### src/rtl/riscv_pkg.sv
// Shared RV32I core definitions.
//   LS_*          : funct3 load/store width codes as latched in EX/ME.
//   dmem_state_t  : data-memory controller FSM states.
package riscv_pkg;

  localparam logic [2:0] LS_B  = 3'b000;
  localparam logic [2:0] LS_H  = 3'b001;
  localparam logic [2:0] LS_W  = 3'b010;
  localparam logic [2:0] LS_BU = 3'b100;
  localparam logic [2:0] LS_HU = 3'b101;

  typedef enum logic [1:0] {
    StIdle  = 2'd0,
    StReq   = 2'd1,
    StWaitR = 2'd2,
    StDone  = 2'd3
  } dmem_state_t;

endpackage

### src/rtl/lsu_align.sv
// Byte-lane alignment for load/store units (purely combinational).
//   ls_type_i    : funct3 width code (unknown codes behave as W)
//   addr_lo_i    : byte offset within the word
//   wdata_i      : right-justified store data
//   rdata_i      : raw read word from the bus
//   be_o         : byte enables for the store
//   wdata_o      : store data replicated onto every lane
//   rdata_o      : selected lane, sign- or zero-extended
//   misaligned_o : access crosses its natural alignment
module lsu_align
  import riscv_pkg::*;
(
  input  logic [2:0]  ls_type_i,
  input  logic [1:0]  addr_lo_i,
  input  logic [31:0] wdata_i,
  input  logic [31:0] rdata_i,
  output logic [3:0]  be_o,
  output logic [31:0] wdata_o,
  output logic [31:0] rdata_o,
  output logic        misaligned_o
);

  logic [7:0]  rbyte;
  logic [15:0] rhalf;
  logic        zext;

  // funct3[2] marks the unsigned variants (BU/HU)
  assign zext = ls_type_i[2];

  always_comb begin
    unique case (addr_lo_i)
      2'd0: rbyte = rdata_i[7:0];
      2'd1: rbyte = rdata_i[15:8];
      2'd2: rbyte = rdata_i[23:16];
      2'd3: rbyte = rdata_i[31:24];
    endcase
    rhalf = addr_lo_i[1] ? rdata_i[31:16] : rdata_i[15:0];
  end

  always_comb begin
    be_o         = 4'b1111;
    wdata_o      = wdata_i;
    rdata_o      = rdata_i;
    misaligned_o = |addr_lo_i;
    case (ls_type_i)
      LS_B, LS_BU: begin
        be_o         = 4'b0001 << addr_lo_i;
        wdata_o      = {4{wdata_i[7:0]}};
        rdata_o      = {{24{rbyte[7] & ~zext}}, rbyte};
        misaligned_o = 1'b0;
      end
      LS_H, LS_HU: begin
        be_o         = 4'b0011 << {addr_lo_i[1], 1'b0};
        wdata_o      = {2{wdata_i[15:0]}};
        rdata_o      = {{16{rhalf[15] & ~zext}}, rhalf};
        misaligned_o = addr_lo_i[0];
      end
      default: ;
    endcase
  end

endmodule

### src/rtl/dmem_ctrl.sv
// Memory-stage data-memory access controller.
// Runs one request/grant(/response) transaction per load or store in ME,
// holding the pipeline with stall_M until the access retires.
//   clk, rst           : core clock, asynchronous active-high reset
//   we_mem_M, re_mem_M : store / load in ME (store wins if both)
//   ls_type_M          : funct3 width code
//   addr_M             : byte address
//   write_data_M       : right-justified store data
//   dm_req/we/addr/be/wdata : registered bus request fields
//   dm_gnt, dm_rvalid, dm_rdata : bus responses
//   stall_M            : pipeline hold (combinational)
//   load_data_M        : extended load result (registered)
//   misalign           : misaligned-access pulse (combinational)
//   bus_err            : timeout pulse (registered)
module dmem_ctrl
  import riscv_pkg::*;
#(
  parameter int unsigned TIMEOUT = 255
) (
  input  logic        clk,
  input  logic        rst,
  input  logic        we_mem_M,
  input  logic        re_mem_M,
  input  logic [2:0]  ls_type_M,
  input  logic [31:0] addr_M,
  input  logic [31:0] write_data_M,
  output logic        dm_req,
  output logic        dm_we,
  output logic [31:0] dm_addr,
  output logic [3:0]  dm_be,
  output logic [31:0] dm_wdata,
  input  logic        dm_gnt,
  input  logic        dm_rvalid,
  input  logic [31:0] dm_rdata,
  output logic        stall_M,
  output logic [31:0] load_data_M,
  output logic        misalign,
  output logic        bus_err
);

  // One spare bit so the counter can pass TIMEOUT without wrapping
  localparam int unsigned CntW = $clog2(TIMEOUT + 2);
  localparam logic [CntW-1:0] TimeoutVal = CntW'(TIMEOUT);

  dmem_state_t     state_q;
  logic [CntW-1:0] cnt_q;
  logic [2:0]      ls_type_q;
  logic [1:0]      off_q;
  logic            dm_req_q;
  logic            dm_we_q;
  logic [31:0]     dm_addr_q;
  logic [3:0]      dm_be_q;
  logic [31:0]     dm_wdata_q;
  logic [31:0]     load_data_q;
  logic            bus_err_q;

  logic            access;
  logic [2:0]      align_type;
  logic [1:0]      align_off;
  logic [3:0]      align_be;
  logic [31:0]     align_wdata;
  logic [31:0]     align_ext;
  logic            align_mis;
  logic [CntW-1:0] cnt_inc;
  logic            timeout_hit;

  assign access = we_mem_M | re_mem_M;

  // In IDLE the aligner decodes the live ME fields for capture; afterwards it
  // works from the captured type/offset so load extension ignores addr_M.
  assign align_type = (state_q == StIdle) ? ls_type_M   : ls_type_q;
  assign align_off  = (state_q == StIdle) ? addr_M[1:0] : off_q;

  lsu_align u_align (
    .ls_type_i    (align_type),
    .addr_lo_i    (align_off),
    .wdata_i      (write_data_M),
    .rdata_i      (dm_rdata),
    .be_o         (align_be),
    .wdata_o      (align_wdata),
    .rdata_o      (align_ext),
    .misaligned_o (align_mis)
  );

  assign cnt_inc     = cnt_q + 1'b1;
  assign timeout_hit = (cnt_inc >= TimeoutVal);

  // Gated by rst so the hold releases immediately on an asynchronous reset
  always_comb begin
    stall_M  = 1'b0;
    misalign = 1'b0;
    if (!rst) begin
      case (state_q)
        StIdle: begin
          if (access) begin
            stall_M  = ~align_mis;
            misalign = align_mis;
          end
        end
        StReq, StWaitR: stall_M = 1'b1;
        default: ;
      endcase
    end
  end

  always_ff @(posedge clk or posedge rst) begin
    if (rst) begin
      state_q     <= StIdle;
      cnt_q       <= '0;
      ls_type_q   <= '0;
      off_q       <= '0;
      dm_req_q    <= 1'b0;
      dm_we_q     <= 1'b0;
      dm_addr_q   <= '0;
      dm_be_q     <= '0;
      dm_wdata_q  <= '0;
      load_data_q <= '0;
      bus_err_q   <= 1'b0;
    end else begin
      bus_err_q <= 1'b0;
      case (state_q)
        StIdle: begin
          if (access) begin
            if (align_mis) begin
              load_data_q <= '0;
            end else begin
              state_q    <= StReq;
              cnt_q      <= '0;
              dm_req_q   <= 1'b1;
              dm_we_q    <= we_mem_M;
              ls_type_q  <= ls_type_M;
              off_q      <= addr_M[1:0];
              dm_addr_q  <= {addr_M[31:2], 2'b00};
              dm_be_q    <= align_be;
              dm_wdata_q <= align_wdata;
            end
          end
        end
        StReq: begin
          // A grant on the last allowed cycle still wins over the timeout
          if (dm_gnt) begin
            dm_req_q <= 1'b0;
            cnt_q    <= cnt_inc;
            state_q  <= dm_we_q ? StDone : StWaitR;
          end else if (timeout_hit) begin
            dm_req_q    <= 1'b0;
            bus_err_q   <= 1'b1;
            load_data_q <= '0;
            state_q     <= StDone;
          end else begin
            cnt_q <= cnt_inc;
          end
        end
        StWaitR: begin
          if (dm_rvalid) begin
            load_data_q <= align_ext;
            state_q     <= StDone;
          end else if (timeout_hit) begin
            bus_err_q   <= 1'b1;
            load_data_q <= '0;
            state_q     <= StDone;
          end else begin
            cnt_q <= cnt_inc;
          end
        end
        default: state_q <= StIdle;  // StDone: pipeline advances this edge
      endcase
    end
  end

  assign dm_req      = dm_req_q;
  assign dm_we       = dm_we_q;
  assign dm_addr     = dm_addr_q;
  assign dm_be       = dm_be_q;
  assign dm_wdata    = dm_wdata_q;
  assign load_data_M = load_data_q;
  assign bus_err     = bus_err_q;

endmodule

### config.mk
export PLATFORM = sky130hd
export DESIGN_NAME = dmem_ctrl
export DESIGN_NICKNAME = d
export VERILOG_FILES = /design/src/rtl/riscv_pkg.sv /design/src/rtl/lsu_align.sv /design/src/rtl/dmem_ctrl.sv
export SDC_FILE = /design/constraint.sdc
export NUM_CORES = 1
export LEC_CHECK = 0
export CORE_MARGIN = 4
export CORE_UTILIZATION = 40
export CTS_CLUSTER_SIZE = 12
export DETAILED_ROUTE_END_ITERATION = 8
export GPL_ROUTABILITY_DRIVEN = 1
export HOLD_SLACK_MARGIN = 0.05
export PLACE_DENSITY = 0.75
export SLEW_MARGIN = 20
export SYNTH_ARGS = -nofsm -noshare
export SYNTH_HDL_FRONTEND = slang
export SYNTH_SLANG_ARGS = --single-unit
### constraint.sdc
create_clock -name clk -period 3.3 [get_ports clk]
set_input_delay 0.33 -clock clk [delete_from_list [all_inputs] [get_ports clk]]
set_output_delay 0.33 -clock clk [all_outputs]
set_load 0.01 [all_outputs]
==> metrics.cfg <==
[outcome]
status=finished clean

[floorplan]
die_x_um=130.0
die_y_um=130.0
initial_core_util_pct=40.95
rows=44
core-area_um2=14530
die-area_um2=16900
pin_count=210

[sta]
rsz0062_at_grt=no
worst_pin_slew_ps=870.1
min_period_over_period_pct=93.55
hold_violations=0
setup_ws_ps=212.8
period_minus_slack_ps=3087
slew_headroom_pct=41.55
fmax_mhz=323.9
skew_ps=5.632
slew_viol_final=0
fin_tns_setup_ps=0
whs_ps=474.7
setup_violations=0

[critical_path]
crit_chain=inv_1 -> ha_2 -> buf_4 -> nand3b_1 -> nor4bb_1 -> clkdlybuf4s50_1
worst_r2r_endpoint=load_data_M[12]
worstSetupPathType=register to primary output
crit_fanout=14
path_buf_inv=3
worst_ep_arrival_time_ps=2760
r2r_cells=7
reg2reg_from=state_q[0]
crit_family=buffers and inverters
slowest_delay_ps=640
cp.required_ps=2970
cp-end-kind=primary output
cp-start-kind=register
r2r_slack_ps=390
worst_path_max_delay_cell=clkdlybuf4s50_1

[drt]
via_count=5132
firstDrtPassIters=4
ant_nets=0
vias_per_cell=5.448
drtIter0Drc=308
wirelength_um=18020
wl_per_cell_um=19.13
drc=0

[clock_network]
htree_num_levels=4
clk-insertion-delay-late_ps=410
cts_made_buffers=17
postCtsSetupBuffers=0
cts_tree=built
clock-sinks=117
clk_pin_slew_worst_paths_ps=50
clockBufferDepth=2
cts-root-buf=clkbuf_16

[final_layout]
drive_gt1_share_pct=15.17
synthToLayoutAreaGrowth_pct=47.19
final_net_count=857
antenna_cells=0
fill_cells=1234
final_area_um2=8761
finish.utilization_pct=60.28
stdcell_count=942

[global_route]
grt_pass1_wl_um=28860
antenna_found_initial=0
grt_pass1_vias=5460
overflow=0
grt.total_usage_pct=21.91
grt_start_max_net_pins=102

[power_and_ir_drop]
vdd_drop_max_uv=508.8
p_total_mw=8.171
leakage_nw=3.721
p_per_area_nw_per_um2=932.7

[synth]
syn_area_per_cell_um2=10.94
ys_types=68
ys_top_cells_by_count=dfrtp_1, nand2_1, mux2_2
synth_edf_count=0
synth_flop_cell=dfrtp_1
async_flop_share_pct=100.0
yosysSeqAreaShare_pct=49.19
ys_ff_latch=117
syn_area_um2=5952
synth_area_leaders=dfrtp_1, mux2_2, mux2i_1
synth_top_area_share_pct=49.19
yosysMostFrequentCell=dfrtp_1
yosys_warnings=0
post-synth-top-area-cell=dfrtp_1
synthCells=544

[worst_hold_path]
hold_end=dm_wdata[15]
hold_class=register to register
hp-start=dm_wdata[15]
hold_depth=2

[job]
max_cap_violations=0

[place]
dp_hpwl_um=13220
placed_area_um2=8160
gp_congestion=0.9105
place_inst=910
dp_slack_ps=288.6
io_buffer_count=207

==> worst reg2reg max path, delay by kind of cell, from the launching register on <==
kind,cells,cell delay [ps]
muxes,1,460
AOI/OAI and AO/OA,2,450
adders and majority gates,1,350
buffers and inverters,2,400
and+or+nand+nor,1,750
DFF,1,430
==> registers in the layout (all words and copies together), names as in the netlist <==
register and count:
bus_err 1, cnt_q 9, dm_addr 30, dm_be 4
dm_req 1, dm_wdata 32, dm_we 1, load_data_M 32
ls_type_q 3, off_q 2, state_q 2
==> final cells by class <==
type	instances	area [um2]	share of cell area (%)
repair buffers	218	2167	24.74
well taps	184	230.2	2.628
inverters	10	41.29	0.4713
clock inverters	8	96.34	1.100
flip-flops and latches	117	2928	33.42
clock buffers	24	501.7	5.727
multi-input cells	381	2796	31.92
==> what timing repair did <==
action,in CTS,in global routing
hold buffers,0,0
setup endpoints to repair,0,1
gates resized for setup,0,1
==> per-layer routing <==
metal / vias to the layer above / GRT usage [%] / part of all wire, % / wire length (um)
li1: 2397 / - / - / -
met1: 2534 / 27.81 / 41 / 7344
met2: 168 / 34.94 / 50 / 9037
met3: 33 / 6.795 / 6.4 / 1154
met4: 0 / 9.046 / 2.7 / 482
met5: - / 0 / 0 / 0
==> power by group <==
group | total [mW] | leakage, nW | switching [mW] | internal, mW
Clock | 1.84 | 0.296 | 0.632 | 1.21
Combinational | 3.98 | 1.94 | 1.99 | 1.99
Sequential | 2.35 | 1.48 | 0.356 | 2.00
Total | 8.17 | 3.72 | 2.98 | 5.20
==> how the worst max path moves through the flow <==
stage / from / to / slack [ps] / cells after the start
2_1_floorplan: rst / misalign / 530 / 3
3_3_place_gp: state_q[0] / load_data_M[11] / 580 / 7
3_5_place_dp: state_q[0] / load_data_M[12] / 290 / 7
4_1_cts: state_q[0] / misalign / 20 / 6
5_1_grt: state_q[0] / misalign / 60 / 6
6_report: state_q[0] / misalign / 210 / 6
==> cells in the final DEF, fill, tap and decap left out, types with 6 or more instances in the layout <==
cell,Yosys,final
nor2_1,43,43
a21oi_1,24,24
o2bb2ai_1,29,29
ha_1,7,6
nand3_1,7,7
inv_1,10,9
clkdlybuf4s50_1,0,207
a221oi_1,15,15
o21ai_0,39,38
clkbuf_16,0,17
dfrtp_1,117,117
buf_4,5,10
mux2_2,47,47
nand2_1,51,51
mux2i_1,30,29
==> cells by family (layout without fill, tap and decap cells) <==
family / count (synthesis) / in the layout / share of synthesized area (%)
flip-flops: 117 / 117 / 49.19
multiplexers: 77 / 77 / 13.94
buffers and inverters: 47 / 260 / 4.289
XOR/XNOR: 4 / 4 / 0.5887
adder cells (fa/ha/maj): 7 / 7 / 1.471
AND/OR/NAND/NOR: 145 / 145 / 12.23
other: 1 / 2 / 0.06300
AO/OA/AOI/OAI: 146 / 146 / 18.23
(Power assumes the default switching activity.)
